==> src/rtl/bcd_serial_adder.sv <==
// Digit-serial packed-BCD adder: one decimal digit corrected per clock, LSD first.
// Latency: accept at edge k, result valid from edge k+DIGITS (DIGITS cycles in RUN).
// Backpressure: result held in DONE until done_ready; requests only taken in IDLE.
module bcd_serial_adder #(
   parameter int DIGITS = 4
) (
   input  logic                  clk,
   input  logic                  rst,
   input  logic                  start_valid,
   output logic                  start_ready,
   input  logic [4*DIGITS-1:0]   a_in,
   input  logic [4*DIGITS-1:0]   b_in,
   input  logic                  cin_in,
   output logic                  busy,
   output logic                  done_valid,
   input  logic                  done_ready,
   output logic [4*DIGITS-1:0]   sum_out,
   output logic                  cout_out,
   output logic                  invalid_out
);

   localparam int W  = 4 * DIGITS;
   localparam int IW = (DIGITS > 1) ? $clog2(DIGITS) : 1;

   typedef enum logic [1:0] {
      IDLE = 2'd0,
      RUN  = 2'd1,
      DONE = 2'd2
   } state_t;

   state_t          state;
   state_t          state_nxt;

   logic [W-1:0]    a_sh;
   logic [W-1:0]    b_sh;
   logic            carry;
   logic [IW-1:0]   idx;

   logic [3:0]      a_dig;
   logic [3:0]      b_dig;
   logic [4:0]      raw;
   logic [3:0]      dig;
   logic            carry_nxt;
   logic            dig_bad;
   logic            last_dig;
   logic [W-1:0]    sum_shift;

   // Per-digit binary sum with decimal correction; the +6 wraps mod 16 in 4 bits.
   always_comb begin
      a_dig     = a_sh[3:0];
      b_dig     = b_sh[3:0];
      raw       = {1'b0, a_dig} + {1'b0, b_dig} + {4'b0000, carry};
      carry_nxt = (raw > 5'd9);
      dig       = carry_nxt ? (raw[3:0] + 4'd6) : raw[3:0];
      dig_bad   = (a_dig > 4'd9) || (b_dig > 4'd9);
      last_dig  = (idx == IW'(DIGITS - 1));
      sum_shift = sum_out >> 4;
      sum_shift[W-1 -: 4] = dig;
   end

   // State register; rst wins over every transition.
   always_ff @(posedge clk) begin
      if (rst) begin
         state <= IDLE;
      end else begin
         state <= state_nxt;
      end
   end

   // Next-state logic.
   always_comb begin
      state_nxt = state;
      case (state)
         IDLE:    if (start_valid) state_nxt = RUN;
         RUN:     if (last_dig)    state_nxt = DONE;
         DONE:    if (done_ready)  state_nxt = IDLE;
         default: state_nxt = IDLE;
      endcase
   end

   // Operand capture, digit shifting and result accumulation.
   always_ff @(posedge clk) begin
      if (rst) begin
         a_sh        <= '0;
         b_sh        <= '0;
         carry       <= 1'b0;
         idx         <= '0;
         sum_out     <= '0;
         cout_out    <= 1'b0;
         invalid_out <= 1'b0;
      end else begin
         case (state)
            IDLE: begin
               if (start_valid) begin
                  a_sh        <= a_in;
                  b_sh        <= b_in;
                  carry       <= cin_in;
                  idx         <= '0;
                  sum_out     <= '0;
                  cout_out    <= 1'b0;
                  invalid_out <= 1'b0;
               end
            end
            RUN: begin
               a_sh    <= a_sh >> 4;
               b_sh    <= b_sh >> 4;
               carry   <= carry_nxt;
               idx     <= idx + IW'(1);
               sum_out <= sum_shift;
               if (dig_bad)  invalid_out <= 1'b1;
               if (last_dig) cout_out    <= carry_nxt;
            end
            default: ;
         endcase
      end
   end

   // Handshake and status flags decode straight from the registered state.
   assign start_ready = (state == IDLE);
   assign busy        = (state == RUN);
   assign done_valid  = (state == DONE);

endmodule

==> config.mk <==
export PLATFORM = sky130hd
export DESIGN_NAME = bcd_serial_adder
export DESIGN_NICKNAME = d
export VERILOG_FILES = /design/src/rtl/bcd_serial_adder.sv
export SDC_FILE = /design/constraint.sdc
export NUM_CORES = 1
export LEC_CHECK = 0
export CAP_MARGIN = 10
export CORE_MARGIN = 2
export CORE_UTILIZATION = 45
export CTS_CLUSTER_SIZE = 16
export DETAILED_ROUTE_END_ITERATION = 8
export HOLD_SLACK_MARGIN = 0.15
export PLACE_DENSITY = 0.77
export SYNTH_ARGS = -nofsm -noshare
export SYNTH_HDL_FRONTEND = slang
export SYNTH_SLANG_ARGS = --single-unit
==> constraint.sdc <==
create_clock -name clk -period 2.3 [get_ports clk]
set_input_delay 0.46 -clock clk [delete_from_list [all_inputs] [get_ports clk]]
set_output_delay 0.46 -clock clk [all_outputs]
set_load 0.1 [all_outputs]
# Yosys cells after proc, flatten, opt, wreduce, memory -nomap -nowiden
# Index checks and enable logic that the tools add are counted.
[classes] add_sub_neg=4 n_lt_le_gt_ge=3 n_eq_ne=7 muxes=20 n_reduce_logical=7
[ops] cell="one-hot mux 16 bit (2 select lines)" count=3
[ops] cell="2-to-1 mux 16 bit" count=3
[ops] cell="AND reduction 3 bit" count=3
[ops] cell="greater-than comparator 4 bit, second input constant" count=2
[ops] cell="2-to-1 mux 2 bit" count=4
[ops] cell="inequality test 2 x 1 -> 1 bit, second input constant" count=3
[ops] cell="one-hot mux 1 bit (2 select lines)" count=3
[ops] cell="one-hot mux 2 bit (3 select lines)" count=1
[ops] cell="adder 4 x 4 -> 5 bit" count=1
[ops] cell="adder 5 x 1 -> 5 bit" count=1
[ops] cell="greater-than comparator 5 x 4 -> 1 bit, second input constant" count=1
[ops] cell="adder 4 x 3 -> 4 bit, second input constant" count=1
[ops] cell="== test 2 bit, second input constant" count=2
[ops] cell="2-to-1 mux 1 bit" count=4
[ops] cell="2-to-1 mux 4 bit" count=1
[ops] cell="one-hot mux 2 bit (2 select lines)" count=1
[ops] cell="adder 2 x 1 -> 2 bit, second input constant" count=1
[ops] cell="== test 2 x 1 -> 1 bit, second input constant" count=1
[ops] cell="zero test 2 bit" count=1
[ops] cell="inequality test 2 bit, second input constant" count=1
[ops] cell="AND reduction 2 bit" count=1
[ops] cell="nonzero test 2 bit" count=1
[ops] cell="logical OR 1 bit" count=1
[word_totals] regBits=55 input_bits=37 out_inout_bits=21 elab_cells=49

# Depth between registers and ports, before layout
[depth] ltp_word=5 mapped_depth=10

# Least setup slack after synthesis
# Ideal clock, no wire load.
[synth_path] path_type="register to output" start="register state[1]" end="output start_ready" t_arrival_ns=1.931 required_ns=1.840 path_slack_ns=-0.091 stages_incl_launch_ff=4 path_buffers=2 path_cell_list="dfxtp_1 > buf_2 > buf_1 > nor2_1"
[synth_between] elab_chain_cells=1
[synth_rtl] item="start, declared" line="31" rtl="state_t state;"
[synth_rtl] item="start signal, assigned" line="66" rtl="state <= state_nxt;"
[synth_rtl] item="zero test 2 bit" line="119" rtl="assign start_ready = (state == IDLE);"
[synth_rtl] item="end, declared" line="10" rtl="output logic start_ready,"
# Every way passes these cells.

# Worst setup path after layout
[layout_path] start="register carry" end="register cout_out"
[layout_between] elab_chain_cells=4
[layout_rtl] item="start, declared" line="36" rtl="logic carry;"
[layout_rtl] item="start signal, assigned" line="97" rtl="carry <= cin_in;"
[layout_rtl] item="start signal, assigned" line="107" rtl="carry <= carry_nxt;"
[layout_rtl] item="adder 5 x 1 -> 5 bit" line="52" rtl="raw = {1'b0, a_dig} + {1'b0, b_dig} + {4'b0000, carry};"
[layout_rtl] item="greater-than comparator 5 x 4 -> 1 bit" line="53" rtl="carry_nxt = (raw > 5'd9);"
[layout_rtl] item="2-to-1 mux 1 bit" line="111" rtl="if (last_dig) cout_out <= carry_nxt;"
[layout_rtl] item="one-hot mux 1 bit (2 select lines)" line="92" rtl="case (state)"
[layout_rtl] item="end signal, assigned" line="111"
[layout_rtl] item="end, declared" line="18" rtl="output logic cout_out,"
# Every way passes these cells. The select of a mux whose other input is x is not followed.
# A chain may end at the register's enable or synchronous reset.

==> flow_summary.ini <==
[cts]
clockRootBuffer = clkbuf_8
cts.sinks = 55
cts_buffer_depth = 2
insertion_delay_ns = 0.30
path_clk_slew_ns = 0.09
numCtsBuffers = 5
cts.htree.levels = 2
cts_tree = yes

[synth]
async_reset_ff_share_pct = 0
syn_nets = 345
synth_cell_types = 32
syn_avg_cell_area_um2 = 8.425
synth_seq_cells = 55
synth_edf_count = 0
synth_top_cell_by_area = dfxtp_1
netlist_area_mm2 = 0.002527
synth_most_common_cell = nor2_1
ys_top_cells_by_count = 81 x nor2_1, 55 x dfxtp_1, 23 x a22oi_1, 19 x a21oi_1, 17 x a211oi_1
synth_ff_type = dfxtp_1
yosys-top-cells-area = dfxtp_1 44%, nor2_1 12%, a22oi_1 6.8%, mux2i_1 5.9%, a211oi_1 5.0%
synth_cells = 300
yosysWarnings = 0
synth_top_area_share_pct = 43.56
yosysSeqAreaShare_pct = 43.56

[floorplanning]
coreArea_mm2 = 0.005473
start_util_pct = 46.18
fp.dieH_um = 78.95
die-area_mm2 = 0.006232
rows = 27
io_pins = 58
die-width_um = 78.95

[finish]
num-nets-final = 403
area_delta_synth_final_pct = 30.35
drive_gt1_share_pct = 16.43
n_antenna_cell = 0

[setup_path]
crit_arrival_ns = 2.54
crit_type = register to register
cp_max_fo = 5
worst_setup_path_end_kind = register
r2r_slack_ns = -0.01
start_kind = register
required_ns = 2.52

[timing]
skew_ns = 0.007547
fmax_mhz = 432.3
setup_viol = 1
tns_ns = -0.01317
fin_crit_ns = 2.313
finalCritPeriodShare_pct = 100.6
tightest_slew_ns = 0.4455
rsz0062_at_grt = true
relSlewSlack_pct = 70.30
fin_hold_ws_ns = 0.4870
worst_slack_ns = -0.01317
finalMaxSlewViolations = 0
hold_viol = 0

[route]
routed_wl_um = 5624
drtPass1Iterations = 4
wl_per_cell_um = 13.05
drc_errors = 0
vias = 2215
drtIter0Drc = 111
ant_nets = 0
vias_per_cell = 5.139

[placed_design]
hpwl_um = 4062
gp_congestion = 0.8467
port_buffers = 57

[grt]
grt_start_max_net_pins = 31
grt_pass1_vias = 2120
gr-total-overflow = 0
grt_pass1_wl_um = 9770
track_usage_pct = 19.42
antenna_found_initial = 0

[power_and_ir_drop]
leakage_uw = 0.001352
p_per_area_mw_per_mm2 = 685.7
peakVddDrop_v = 0.0005133

[hold_path]
hp-class = register to register

[run_status]
status = complete, but fails checks
failed_checks = setup timing

[flow_run]
maxCapViolations = 0
-- metrics by stage --
stage          utilization, %  power, uW  area [um2]  setup slack (ns)  instances
2_1_floorplan               -       1562        2549         -0.003368        300
3_3_place_gp            58.55       1762        3204          -0.03032        422
3_5_place_dp            58.55       1770        3204          -0.08069        422
4_1_cts                 60.17       2268        3293          -0.02075        431
5_1_grt                 60.20       2369        3294           -0.1128        431
6_report                60.20       2259        3294          -0.01317        431
-- worst max-delay path: stages, from the launching register on --
cell and delay, ns:
dfxtp_2 0.34, fa_2 0.39, inv_2 0.06, fa_2 0.46, ha_2 0.20, a32o_2 0.23, o31ai_4 0.27, nor2_1 0.10
a211oi_2 0.20
-- worst paths after layout --
path,to,startpoint,cells past startpoint
hold / removal,sum_out[13],sum_out[13],2
hold reg to reg,sum_out[13],sum_out[13],2
setup reg to reg,cout_out,carry,8
setup / recovery,cout_out,carry,8
-- kinds of logic (layout without fill, tap and decap cells) --
kind of cell / Yosys count / after routing / synth area share, %
fa+ha+maj: 8 / 8 / 4.554
buf+inv: 27 / 86 / 4.505
compound gates: 69 / 69 / 19.26
flops: 55 / 55 / 43.56
simple gates: 124 / 124 / 21.49
xor+xnor: 2 / 2 / 0.6932
mux: 15 / 15 / 5.940
-- area by class of cell --
class,instances,area (um2)
sequential,55,1104
clock buffer,7,76.32
inverter,5,18.77
timing repair buffer,73,658.1
tap,72,90.09
clock inverter,1,5.005
multi-input combinational,218,1343
fill,493,2178
-- metal layers --
layer  GRT usage, %  wire [um]  up-vias
met3          3.977        300        5
met2          31.88       2614       45
met4          5.172         64        0
met1          26.18       2645     1017
li1               -          -     1148
met5              0          0        -
-- report_power, final --
group	switching, uW	internal, uW	total [uW]
Sequential	51.9	1020	1080
Combinational	406	270	675
Clock	293	215	508
Total	751	1510	2260
-- flip-flops by register name (all words and copies together), names as in the netlist --
register,count
a_sh,16
b_sh,16
sum_out,16
idx,2
state,2
carry,1
cout_out,1
invalid_out,1
-- repair_timing --
action | CTS | global route
endpoints found under the setup margin | 3 | 4
hold endpoints to repair | 0 | 0
buffers inserted | 1 | 0
pin swaps | 2 | 1
hold buffers | 0 | 0
gates resized for setup | 0 | 1
-- placed cells by master, fill, tap and decap left out, drive strengths merged, types with 2 or more instances in the layout --
cell | Yosys | final
a21oi | 19 | 19
o21ai | 4 | 4
nand3 | 2 | 2
inv | 5 | 5
xor2 | 2 | 2
dfxtp | 55 | 55
a22oi | 23 | 23
or2 | 2 | 2
nor3 | 11 | 11
nor2b | 16 | 16
ha | 6 | 6
a211oi | 18 | 18
nand2 | 6 | 6
fa | 2 | 2
buf | 11 | 38
nor2 | 81 | 81
clkdlybuf4s50 | 0 | 35
clkbuf | 11 | 7
nand2b | 3 | 3
mux2i | 15 | 15
Power figures use the tool's default switching activity.
